==> config.mk <==
export PLATFORM = sky130hd
export DESIGN_NAME = em_rr_scheduler_flat
export DESIGN_NICKNAME = d
export VERILOG_FILES = /design/src/rtl/em_rr_scheduler_pkg.sv /design/src/rtl/em_rr_scheduler_if.sv /design/src/rtl/em_rr_arbiter.sv /design/src/rtl/em_rr_scheduler.sv /design/src/flat_wrapper.sv
export SDC_FILE = /design/constraint.sdc
export NUM_CORES = 1
export LEC_CHECK = 0
export CAP_MARGIN = 30
export CORE_ASPECT_RATIO = 0.8
export CORE_MARGIN = 4
export CORE_UTILIZATION = 48
export DETAILED_ROUTE_END_ITERATION = 10
export PLACE_DENSITY_LB_ADDON = 0.05
export SLEW_MARGIN = 15
export SYNTH_ARGS = -nofsm -noshare
export SYNTH_HDL_FRONTEND = slang
export SYNTH_HIERARCHICAL = 1
export SYNTH_SLANG_ARGS = --single-unit
==> constraint.sdc <==
create_clock -name i_clk -period 2.36 [get_ports i_clk]
set_input_delay 0.236 -clock i_clk [delete_from_list [all_inputs] [get_ports i_clk]]
set_output_delay 0.236 -clock i_clk [all_outputs]
set_load 0.05 [all_outputs]
==> src/rtl/em_rr_scheduler_pkg.sv <==
// Shared constants for the round-robin exponent/multiply engine scheduler:
// FSM state encoding, engine select encoding and engine data widths.
package em_rr_scheduler_pkg;

    // Engine data widths
    localparam int EM_P_W  = 30;
    localparam int EM_OP_W = 4;

    // Engine op select encoding
    localparam logic SEL_EXP = 1'b1;
    localparam logic SEL_MUL = 1'b0;

    // Scheduler FSM states
    localparam logic [2:0] S_IDLE    = 3'd0;
    localparam logic [2:0] S_LOAD    = 3'd1;
    localparam logic [2:0] S_START   = 3'd2;
    localparam logic [2:0] S_WAIT    = 3'd3;
    localparam logic [2:0] S_RELEASE = 3'd4;
    localparam logic [2:0] S_GAP     = 3'd5;

endpackage

==> src/rtl/em_rr_scheduler_if.sv <==
// Control/data bundle between the scheduler (master) and the shared
// exponent/multiply engine (slave).
interface em_rr_scheduler_if;
    import em_rr_scheduler_pkg::*;

    logic                load;
    logic                start;
    logic                select;
    logic [EM_OP_W-1:0]  a;
    logic [EM_OP_W-1:0]  b;
    logic                done;
    logic [EM_P_W-1:0]   p;

    modport master (output load, start, select, a, b, input done, p);
    modport slave  (input load, start, select, a, b, output done, p);

endinterface

==> src/rtl/em_rr_arbiter.sv <==
// Combinational round-robin next-grant logic: scans requests upward from
// i_ptr+1 (modulo N_REQ) and returns a one-hot grant plus its index.
module em_rr_arbiter #(
    parameter int N_REQ = 2,
    parameter int ID_W  = 2
) (
    input  logic [N_REQ-1:0] i_req,
    input  logic [ID_W-1:0]  i_ptr,
    output logic [N_REQ-1:0] o_gnt,
    output logic [ID_W-1:0]  o_idx,
    output logic             o_any
);

    logic [2*N_REQ-1:0] w_dbl;
    logic [N_REQ-1:0]   w_rot;

    // Rotate requests so bit 0 is the requester right after the pointer
    assign w_dbl = {i_req, i_req};
    assign w_rot = N_REQ'(w_dbl >> (int'(i_ptr) + 1));

    // Lowest set bit of the rotated vector wins; scan downward so it is written last
    always_comb begin
        // NOTE: every output of a combinational block gets a default first, otherwise a path that skips the assignment infers a latch.
        o_any = 1'b0;
        o_idx = '0;
        for (int j = N_REQ - 1; j >= 0; j--) begin
            if (w_rot[j]) begin
                o_any = 1'b1;
                o_idx = ID_W'((int'(i_ptr) + 1 + j) % N_REQ);
            end
        end
    end

    // Expand the winning index to a one-hot grant
    always_comb begin
        o_gnt = '0;
        for (int k = 0; k < N_REQ; k++) begin
            o_gnt[k] = o_any && (o_idx == ID_W'(k));
        end
    end

endmodule

==> src/rtl/em_rr_scheduler.sv <==
// Round-robin scheduler sharing one exponent/multiply engine among N_REQ
// requesters. Runs the engine load -> start -> wait-done -> release sequence
// for the winning requester and returns the tagged result with its latency.
module em_rr_scheduler
    import em_rr_scheduler_pkg::*;
#(
    parameter int N_REQ = 2,
    parameter int ID_W  = 2,
    parameter int LAT_W = 8
) (
    input  logic                   i_clk,
    input  logic                   i_rst_n,
    input  logic [N_REQ-1:0]       i_req,
    input  logic [4*N_REQ-1:0]     i_A,
    input  logic [4*N_REQ-1:0]     i_B,
    input  logic [N_REQ-1:0]       i_sel,
    output logic [N_REQ-1:0]       o_gnt,
    output logic                   o_rsp_valid,
    output logic [ID_W-1:0]        o_rsp_id,
    output logic [EM_P_W-1:0]      o_rsp_data,
    output logic [LAT_W-1:0]       o_rsp_lat,
    output logic                   o_busy,
    em_rr_scheduler_if.master      em_bus
);

    logic [2:0]          r_state;
    logic [ID_W-1:0]     r_ptr;
    logic [ID_W-1:0]     r_id;
    logic [EM_OP_W-1:0]  r_a;
    logic [EM_OP_W-1:0]  r_b;
    logic                r_sel;
    logic [LAT_W-1:0]    r_lat;
    logic                r_rsp_valid;
    logic [ID_W-1:0]     r_rsp_id;
    logic [EM_P_W-1:0]   r_rsp_data;
    logic [LAT_W-1:0]    r_rsp_lat;

    logic [N_REQ-1:0]    w_arb_gnt;
    logic [ID_W-1:0]     w_arb_idx;
    logic                w_arb_any;
    logic                w_idle;
    logic                w_take;
    logic                w_done_hit;
    logic [EM_OP_W-1:0]  w_a;
    logic [EM_OP_W-1:0]  w_b;
    logic                w_sel;
    logic [LAT_W-1:0]    w_lat_inc;

    em_rr_arbiter #(
        .N_REQ (N_REQ),
        .ID_W  (ID_W)
    ) u_arbiter (
        .i_req (i_req),
        .i_ptr (r_ptr),
        .o_gnt (w_arb_gnt),
        .o_idx (w_arb_idx),
        .o_any (w_arb_any)
    );

    assign w_idle     = (r_state == S_IDLE);
    assign w_take     = w_idle && w_arb_any;
    assign w_done_hit = (r_state == S_WAIT) && em_bus.done;
    assign w_lat_inc  = (&r_lat) ? r_lat : r_lat + LAT_W'(1);

    // Pick the winner's operands; other requesters' operands are never sampled
    always_comb begin
        w_a   = '0;
        w_b   = '0;
        w_sel = SEL_MUL;
        for (int k = 0; k < N_REQ; k++) begin
            if (w_arb_gnt[k]) begin
                w_a   = i_A[4*k +: 4];
                w_b   = i_B[4*k +: 4];
                w_sel = i_sel[k];
            end
        end
    end

    // Job FSM: arbitrate in IDLE, latch the job, then step the engine protocol
    always_ff @(posedge i_clk or negedge i_rst_n) begin
        // NOTE: sequential state uses non-blocking assignments so every register samples pre-edge values and blocks can't race each other.
        if (!i_rst_n) begin
            r_state <= S_IDLE;
            r_ptr   <= ID_W'(N_REQ - 1);
            r_id    <= '0;
            r_a     <= '0;
            r_b     <= '0;
            r_sel   <= SEL_MUL;
        end else begin
            case (r_state)
                S_IDLE: begin
                    if (w_take) begin
                        r_ptr   <= w_arb_idx;
                        r_id    <= w_arb_idx;
                        r_a     <= w_a;
                        r_b     <= w_b;
                        r_sel   <= w_sel;
                        r_state <= S_LOAD;
                    end
                end
                S_LOAD:    r_state <= S_START;
                S_START:   r_state <= S_WAIT;
                S_WAIT:    if (em_bus.done) r_state <= S_RELEASE;
                S_RELEASE: r_state <= S_GAP;
                S_GAP:     r_state <= S_IDLE;
                default:   r_state <= S_IDLE;
            endcase
        end
    end

    // Saturating count of WAIT cycles, cleared when the engine is started
    always_ff @(posedge i_clk or negedge i_rst_n) begin
        if (!i_rst_n) begin
            r_lat <= '0;
        end else if (r_state == S_START) begin
            r_lat <= '0;
        end else if (r_state == S_WAIT) begin
            r_lat <= w_lat_inc;
        end
    end

    // Capture the engine result on the first done seen in WAIT
    always_ff @(posedge i_clk or negedge i_rst_n) begin
        if (!i_rst_n) begin
            r_rsp_valid <= 1'b0;
            r_rsp_id    <= '0;
            r_rsp_data  <= '0;
            r_rsp_lat   <= '0;
        end else begin
            r_rsp_valid <= w_done_hit;
            if (w_done_hit) begin
                r_rsp_id   <= r_id;
                r_rsp_data <= em_bus.p;
                r_rsp_lat  <= w_lat_inc;
            end
        end
    end

    assign o_gnt       = w_idle ? w_arb_gnt : '0;
    assign o_busy      = !w_idle;
    assign o_rsp_valid = r_rsp_valid;
    assign o_rsp_id    = r_rsp_id;
    assign o_rsp_data  = r_rsp_data;
    assign o_rsp_lat   = r_rsp_lat;

    // Start is high in START (kick off) and RELEASE (return engine to idle) only;
    // select is held while the engine owns the job since it samples it in FINISH
    assign em_bus.load   = (r_state == S_LOAD);
    assign em_bus.start  = (r_state == S_START) || (r_state == S_RELEASE);
    assign em_bus.select = !w_idle && r_sel;
    assign em_bus.a      = r_a;
    assign em_bus.b      = r_b;

endmodule

==> src/flat_wrapper.sv <==
// flat-port wrapper written by rule: the top's interface ports become plain ports
module em_rr_scheduler_flat import em_rr_scheduler_pkg::*;
#(
    parameter int N_REQ = 2,
    parameter int ID_W  = 2,
    parameter int LAT_W = 8
)
  (i_clk, i_rst_n, i_req, i_A, i_B, i_sel, o_gnt, o_rsp_valid, o_rsp_id, o_rsp_data, o_rsp_lat, o_busy, em_bus_load, em_bus_start, em_bus_select, em_bus_a, em_bus_b, em_bus_done, em_bus_p);
  em_rr_scheduler_if em_bus_i ();
  input  logic i_clk;
  input  logic i_rst_n;
  input  logic [N_REQ-1:0] i_req;
  input  logic [4*N_REQ-1:0] i_A;
  input  logic [4*N_REQ-1:0] i_B;
  input  logic [N_REQ-1:0] i_sel;
  output logic [N_REQ-1:0] o_gnt;
  output logic o_rsp_valid;
  output logic [ID_W-1:0] o_rsp_id;
  output logic [EM_P_W-1:0] o_rsp_data;
  output logic [LAT_W-1:0] o_rsp_lat;
  output logic o_busy;
  output wire logic [$bits(em_bus_i.load)-1:0] em_bus_load;
  output wire logic [$bits(em_bus_i.start)-1:0] em_bus_start;
  output wire logic [$bits(em_bus_i.select)-1:0] em_bus_select;
  output wire logic [$bits(em_bus_i.a)-1:0] em_bus_a;
  output wire logic [$bits(em_bus_i.b)-1:0] em_bus_b;
  input wire logic [$bits(em_bus_i.done)-1:0] em_bus_done;
  input wire logic [$bits(em_bus_i.p)-1:0] em_bus_p;
  assign em_bus_load = em_bus_i.load;
  assign em_bus_start = em_bus_i.start;
  assign em_bus_select = em_bus_i.select;
  assign em_bus_a = em_bus_i.a;
  assign em_bus_b = em_bus_i.b;
  assign em_bus_i.done = em_bus_done;
  assign em_bus_i.p = em_bus_p;
  em_rr_scheduler #(.N_REQ(N_REQ), .ID_W(ID_W), .LAT_W(LAT_W)) u_core (.i_clk(i_clk), .i_rst_n(i_rst_n), .i_req(i_req), .i_A(i_A), .i_B(i_B), .i_sel(i_sel), .o_gnt(o_gnt), .o_rsp_valid(o_rsp_valid), .o_rsp_id(o_rsp_id), .o_rsp_data(o_rsp_data), .o_rsp_lat(o_rsp_lat), .o_busy(o_busy), .em_bus(em_bus_i));
endmodule
======== After elaboration in Yosys (flattened, before gate mapping) ========
Index checks and enable logic that the tools add are counted.
word-level totals
  bits in registers ....................... 65
  input port bits ......................... 53
  output and inout port bits .............. 55
  word-level logic and storage cells ...... 54
operators by class
  add/subtract/negate cells ............... 3
  equal/unequal tests ..................... 7
  shift-type cells ........................ 1
  multiplexer cells ....................... 17
  bitwise gates (word level) .............. 2
  reductions and logical operators ........ 13
operators with widths
  cell                   count
  $add 32x2->32 const B  1
  $shr 4x32->2           1
  $mux 8                 3
  $mux 4                 4
  $pmux 3 s5             1
  $add 8x1->8 const B    1
  $reduce_and 8->1       1
  $eq 3x2->1 const B     2
  $mux 2                 3
  $mux 3                 2
  $logic_and 1x1->1      5
  $mux 1                 4
  $ne 2x2->1 const B     2
  $reduce_and 2->1       2
  $add 2x1->3 const B    1
  $eq 3x1->1 const B     1
  $eq 3x3->1 const B     1
  $logic_not 3->1        1
  $eq 2x1->1 const B     1
  $logic_not 2->1        1
  $reduce_bool 2->1      1
  $and 1x1->1            1
  $and 1x1->1 const A    1
  $logic_not 1->1        1
  $logic_or 1x1->1       1

======== Logic depth before layout (Yosys ltp) ========
Gate-level depths: netlist (run 1).
  depth in word-level cells ............... 9
  gate-level depth with buffers ........... 6
  depth with buffers taken out ............ 5

======== Modules after synthesis ========
The synthesis (run 1) kept the hierarchy.
by module, submodules not included
  module           instances  cells each  area an instance (sq um)  sequential area each (sq um)
  em_rr_scheduler  1          316         2920.3                    1602.8
  em_rr_arbiter    1          10          57.6                      0.0

======== Worst setup path after synthesis (run 1) ========
Ideal clock, no wire load.
  path type ............................... flip-flop to output port
  start ................................... register u_core.r_state[0]
  end ..................................... output port em_bus_load
  data arrival time ....................... 1955 ps
  required time ........................... 2124 ps
  setup slack ............................. 169 ps
  stages on the path, launching flop included .. 4
  path buffers ............................ 2
  cells stage by stage .................... dfrtp_1 -> buf_2 -> buf_4 -> nor3b_1
on the way
  word-level cells in the longest chain between the ends .. 1
ends and longest elaborated chain
  element                 line                    text
  from (decl)             em_rr_scheduler.sv:26   logic [2:0] r_state;
  from (signal assigned)  em_rr_scheduler.sv:83   r_state <= S_IDLE;
  from (signal assigned)  em_rr_scheduler.sv:98   r_state <= S_LOAD;
  from (signal assigned)  em_rr_scheduler.sv:101  S_LOAD: r_state <= S_START;
  $eq 3x1->1              em_rr_scheduler.sv:148  assign em_bus.load = (r_state == S_LOAD);
  to (decl)               flat_wrapper.sv:22      output wire logic [$bits(em_bus_i.load)-1:0] em_bus_load;
No other way between the ends.

======== Worst setup path in the final report (run 1) ========
  start ................................... register u_core.r_state[1]
  end ..................................... output port o_busy
on the way
  word-level cells in the longest chain between the ends .. 2
ends and longest elaborated chain
  element          line                    text
  $logic_not 3->1  em_rr_scheduler.sv:60   assign w_idle = (r_state == S_IDLE);
  $logic_not 1->1  em_rr_scheduler.sv:140  assign o_busy = !w_idle;
  to (decl)        flat_wrapper.sv:21      output logic o_busy;
No other way between the ends.

==> impl_metrics.env, run 1 <==
export IMPL_layout_nets=482
export IMPL_cts_tree="done"
export IMPL_setup_viol=0
export IMPL_min_period_over_period_pct=91.20
export IMPL_cts_resized=0
export IMPL_slew_viol_final=0
export IMPL_initial_core_util_pct=49.84
export IMPL_n_antenna_cell=0
export IMPL_synth_ff_type="dfrtp_1"
export IMPL_skew_ns=0.006726
export IMPL_place_congestion=0.7870
export IMPL_p_leak_nw=1.919
export IMPL_grt_pass1_wl_mm=12.14
export IMPL_regToRegEndpoint="u_core/em_bus.a[1]"
export IMPL_drive_above_1_share_pct=9.007
export IMPL_synth_top_area_cell="dfrtp_1"
export IMPL_final_core_util_pct=71.87
export IMPL_globalRouteTotalUtil_pct=20.60
export IMPL_r2r_cells=5
export IMPL_numCtsBuffers=9
export IMPL_setup_tns_final_ns=0
export IMPL_finalHoldViolations=0
export IMPL_final_common_cell="nand2_1"
export IMPL_hold_class="primary input to asynchronous set/reset pin"
export IMPL_rows=25
export IMPL_start_kind="register"
export IMPL_fp_coreArea_um2=5974
export IMPL_rsz0062_at_grt="no"
export IMPL_clock_fmax_mhz=464.6
export IMPL_yosys_area_top_type_share_pct=52.94
export IMPL_ir_drop_mv=0.7719
export IMPL_max_slew_worst_pin_slew_ns=0.8087
export IMPL_comb_power_share_pct=55.0
export IMPL_p_clk_share_pct=16.4
export IMPL_hold_ws_ns=0.05676
export IMPL_swShare_pct=48.13
export IMPL_synth_edff_count=0
export IMPL_cts_sinks=64
export IMPL_syn_area_um2=2978
export IMPL_grt_overflow_total=0
export IMPL_reg2reg_from="u_core/r_ptr[0]"
export IMPL_fp_dieH_um=78.45
export IMPL_crit_required_ns=2.12
export IMPL_arrival_ns=1.92
export IMPL_insertion_delay_ns=0.33
export IMPL_relSlewSlack_pct=46.09
export IMPL_synth_async_reset_ratio_pct=100.0
export IMPL_clock_path_buffers=2
export IMPL_critPathKind="register to primary output"
export IMPL_firstDrtPassIters=4
export IMPL_dieArea_um2=7536
export IMPL_via_count=2662
export IMPL_fin_crit_ns=2.152
export IMPL_grt_max_degree=65
export IMPL_drt_wl_total_mm=7.435
export IMPL_drc_errors=0
export IMPL_synth_area_leaders="dfrtp_1 53%, nand2_1 14%, a21oi_1 4.0%"
export IMPL_seq_area_frac_synth_pct=53.82
export IMPL_ys_ff_latch=64
export IMPL_drv_cap=0
export IMPL_seqPwrFrac_pct=28.6
export IMPL_cp_end_kind="primary output"
export IMPL_io_pins=108
export IMPL_clock_root_buffer="clkbuf_8"
export IMPL_place_ws_ns=0.4128
export IMPL_pwr_density_cell_nw_per_um2=1518
export IMPL_syn_nets=380
export IMPL_setup_slack_ns=0.2078
export IMPL_clk_transition_reported_paths_ns=0.07
export IMPL_hold_buffers=0
export IMPL_status="complete, no violations"
export IMPL_die_w_um=96.06
export IMPL_critPathLaunch="u_core/r_state[1]"
export IMPL_final_area_um2=4294
export IMPL_avgSynthCellArea_um2=9.135
export IMPL_rrSetupSlack_ns=0.52
export IMPL_dp_hpwl_mm=5.195
export IMPL_vias_per_cell=5.179
export IMPL_internal_power_mw=3.382
export IMPL_critPathMaxFanout=10
export IMPL_switching_power_mw=3.138
export IMPL_ant_nets=0
export IMPL_portBuffers=107
export IMPL_antenna_found_initial=0
export IMPL_synth_cells=326
export IMPL_post_cts_buffers=0
export IMPL_grt_pass1_vias=2671
export IMPL_syn_to_final_growth_pct=44.20
export IMPL_htree_levels=3
export IMPL_synthDistinctLibCells=47
export IMPL_layout_common_cells="108 x nand2_1, 101 x clkdlybuf4s50_1, 63 x dfrtp_1"
export IMPL_drt_initial_drc_count=88
export IMPL_post_drt_wl_per_cell_um=14.46
export IMPL_postPlaceCellArea_um2=4065
export IMPL_yosys_warnings=6
-- cell type report --
class / count / area, µm²
Clock buffer: 10 / 137.6
Clock inverter: 6 / 91.34
Fill cell: 479 / 1680
Inverter: 10 / 37.54
Multi-Input combinational cell: 228 / 1185
Sequential cell: 64 / 1603
Tap cell: 81 / 101.3
Timing Repair Buffer: 115 / 1139
-- Yosys cell counts (3+ instances only) --
library cell  number
inv_1              9
and2_1             4
nand3_1            4
dfrtp_1           63
buf_2              8
buf_4              8
nand4_1            4
a22oi_1            8
nand2b_1           3
buf_6              3
nor2b_1            4
and3_1             4
o21ai_0            5
nor3_1             4
clkbuf_1           4
nor2_1            16
nand2_1          108
a31oi_1            4
a21oi_1           24
o31ai_1            4
-- per-stage QoR --
stage | std cells | total power [mW]
2_1_floorplan | 326 | 4.318
3_3_place_gp | 498 | 5.412
3_5_place_dp | 498 | 5.486
4_1_cts | 514 | 6.582
5_1_grt | 514 | 6.898
6_report | 514 | 6.520
-- routing by layer --
metal	global-route usage (%)	part of all wire, %	wire, µm
met5	0	0	0
met1	25.66	43	3209
met3	6.897	6.3	469
met2	33.70	49	3675
met4	6.108	1.1	80
-- critical path, stage by stage, from the launching register on --
cell             delay [ns]
dfrtp_1                0.51
nor3_1                 0.30
inv_1                  0.07
clkdlybuf4s50_1        0.71
-- logic make-up after synthesis --
group / share of synthesized area, %
other: 0.1259
adders and majority gates: 0.4201
buffers and inverters: 6.386
and+or+nand+nor: 24.41
muxes: 1.050
xor gates and xnor gates: 0.2942
DFF: 53.82
AOI/OAI and AO/OA: 13.49
-- power groups by stage --
stage / Combinational (mW) / Sequential (mW) / Clock (mW)
after global routing: 3.83 / 1.92 / 1.15
after global placement: 3.55 / 1.86 / 0
after floorplan: 1.24 / 3.08 / 0
after CTS: 3.62 / 1.86 / 1.10
final: 3.59 / 1.86 / 1.07
after detailed placement: 3.61 / 1.88 / 0
-- registers in the layout, indices dropped and copies added (netlist names), 2 cells and up --
name,count
u_core/o_rsp_data,30
u_core/r_ptr,2
u_core/r_lat,8
u_core/em_bus.a,4
u_core/o_rsp_id,2
u_core/em_bus.b,4
u_core/o_rsp_lat,8
u_core/r_state,3
-- how the worst max path moves through the flow --
stage	to	slack, ns
final	o_busy	0.21
after floorplan	em_bus_load	0.17
after global routing	o_busy	0.06
after CTS	o_busy	0.17
after detailed placement	u_core/em_bus.a[1]	0.41
after global placement	u_core/em_bus.a[1]	0.55
No activity file was read; power rests on OpenSTA's default activity.
==> run 2: changes to the inputs <==
CORE_UTILIZATION = 50   (was 48)
CTS_BUF_LIST = sky130_fd_sc_hd__clkbuf_2 sky130_fd_sc_hd__clkbuf_4 sky130_fd_sc_hd__clkbuf_8   (was unset)
CTS_CLUSTER_SIZE = 28   (was unset)
==> run 2 against run 1 <==
Die area decreased by 3.6%. Register-to-register slack got worse by 0.02 ns. Maximum frequency decreased by 3.6%. Cell count decreased by 0.19%. Via count decreased by 0.86%. First-iteration DRC count increased by 15%. Largest cell class unchanged. Critical path type unchanged. Combinational power increased by 1%. Clock power decreased by 19%. Setup slack got worse by 0.080 ns.
==> impl_metrics.env, run 2 (synthesized netlist as in run 1, its figures left out) <==
export IMPL_p_leak_nw=1.926
export IMPL_drc_errors=0
export IMPL_firstDrtPassIters=4
export IMPL_dp_cells=496
export IMPL_clock_path_buffers=2
export IMPL_slowest_stage="clkdlybuf4s50_1"
export IMPL_fin_crit_ns=2.232
export IMPL_crit_chain="nor3_1, inv_1, clkdlybuf4s50_1"
export IMPL_cts_resized=0
export IMPL_cts_sinks=64
export IMPL_io_pins=108
export IMPL_clock_fmax_mhz=448.1
export IMPL_pwr_density_cell_nw_per_um2=1484
export IMPL_critical_path_top_delay_family="buffers and inverters"
export IMPL_drt_initial_drc_count=101
export IMPL_ant_nets=0
export IMPL_vias_per_cell=5.144
export IMPL_stdcell_count=513
export IMPL_grt_pass1_vias=2549
export IMPL_drt_wl_total_mm=7.417
export IMPL_dp_hpwl_mm=5.331
export IMPL_clk_transition_reported_paths_ns=0.07
export IMPL_p_clk_share_pct=13.6
export IMPL_crit_required_ns=2.12
export IMPL_slew_viol_final=0
export IMPL_critPathKind="register to primary output"
export IMPL_swShare_pct=49.07
export IMPL_hold_class="primary input to asynchronous set/reset pin"
export IMPL_n_antenna_cell=0
export IMPL_fp_coreArea_um2=5615
export IMPL_max_slew_worst_pin_slew_ns=0.7004
export IMPL_grt_pass1_wl_mm=12.41
export IMPL_hold_ws_ns=0.3679
export IMPL_status="complete, no violations"
export IMPL_dieArea_um2=7262
export IMPL_critical_path_max_stage_delay_ns=0.72
export IMPL_portBuffers=107
export IMPL_die_w_um=94.28
export IMPL_internal_power_mw=3.240
export IMPL_comb_power_share_pct=57.1
export IMPL_seqPwrFrac_pct=29.3
export IMPL_globalRouteTotalUtil_pct=21.42
export IMPL_switching_power_mw=3.122
export IMPL_clock_root_buffer="clkbuf_8"
export IMPL_min_period_over_period_pct=94.57
export IMPL_arrival_ns=2.00
export IMPL_syn_to_final_growth_pct=43.99
export IMPL_htree_levels=3
export IMPL_p_total_mw=6.361
export IMPL_rsz0062_at_grt="no"
export IMPL_relSlewSlack_pct=53.21
export IMPL_start_kind="register"
export IMPL_fp_dieH_um=77.03
export IMPL_place_congestion=0.8143
export IMPL_rows=24
export IMPL_grt_max_degree=47
export IMPL_numCtsBuffers=9
export IMPL_antenna_found_initial=0
export IMPL_cp_end_kind="primary output"
export IMPL_finalHoldViolations=0
export IMPL_rrSetupSlack_ns=0.50
export IMPL_via_count=2639
export IMPL_drv_cap=0
export IMPL_skew_ns=0.01063
export IMPL_layout_common_cells="108 x nand2_1, 101 x clkdlybuf4s50_1, 63 x dfrtp_1"
export IMPL_layout_nets=484
export IMPL_grt_overflow_total=0
export IMPL_final_common_cell="nand2_1"
export IMPL_critPathMaxFanout=10
export IMPL_cts_tree="done"
export IMPL_post_drt_wl_per_cell_um=14.46
export IMPL_initial_core_util_pct=53.03
export IMPL_setup_viol=0
export IMPL_insertion_delay_ns=0.33
export IMPL_worstPathBufferInverterCount=2
export IMPL_post_cts_buffers=0
export IMPL_ir_drop_mv=1.111
export IMPL_largest_register_ffs=30
export IMPL_setup_tns_final_ns=0
export IMPL_drive_above_1_share_pct=9.195
==> run 2: cell count changes in the layout (fill, tap and decap cells not counted), sizes merged <==
| cell | change |
|---|---|
| clkbuf | +3 |
| bufinv | -2 |
| clkinv | +2 |
| clkinvlp | -2 |
| buf | +1 |
| dlygate4sd3 | +1 |
| inv | -1 |
==> run 2: worst paths after layout <==
| path | endpoint | start | cells past startpoint |
|---|---|---|---|
| max | o_busy | u_core/r_state[1] | 3 |
| min | u_core/o_rsp_lat[4] | i_rst_n | 2 |
| max reg2reg | u_core/em_bus.a[3] | u_core/r_ptr[0] | 5 |
| min reg2reg | u_core/o_rsp_data[28] | u_core/o_rsp_data[28] | 2 |
| max in group asynchronous | u_core/em_bus.b[1] | i_rst_n | 3 |
| min in group i_clk | u_core/o_rsp_data[16] | em_bus_p[16] | 3 |
==> run 2: metrics by stage <==
step                utilization (%)  instance area (µm²)  setup slack (ns)
floorplan                         -                 2978            0.1693
global placement              72.91                 4094            0.5463
detailed placement            72.91                 4094            0.3735
CTS                           76.36                 4288            0.1129
global route                  76.36                 4288           0.02687
finish                        76.36                 4288            0.1281
==> run 2: what timing repair did <==
item | in CTS | in global routing
hold endpoints to repair | 17 | 0
hold buffers | 1 | 0
setup endpoints to repair | 0 | 0
==> run 2: layout make-up <==
type	instances	area, µm²
sequential	64	1603
clock inverter	3	17.52
fill	420	1328
clock buffer	13	166.4
timing repair buffer	117	1181
multi-input combinational	228	1185
tap	78	97.59
inverter	10	37.54
==> run 2: power by group through the flow <==
stage	clock network, mW	registers [mW]	logic [mW]
floorplan	0	3.08	1.24
global placement	0	1.85	3.58
detailed placement	0	1.88	3.64
CTS	0.881	1.86	3.66
global route	0.942	1.94	3.87
finish	0.867	1.86	3.63
==> run 2: worst register-to-register path: cells and delay by family (launching register included) <==
family | cells | cell delay (ns)
AO/OA/AOI/OAI | 2 | 0.37
flip-flops | 1 | 0.57
AND/OR/NAND/NOR | 3 | 0.84
==> run 2: layer usage <==
layer / up-vias / share of wire (%) / global-route usage (%)
met5: - / 0 / 0
met4: 0 / 0.46 / 5.195
met3: 4 / 8.5 / 7.241
met2: 93 / 49 / 34.07
met1: 1240 / 42 / 28.20
li1: 1302 / - / -
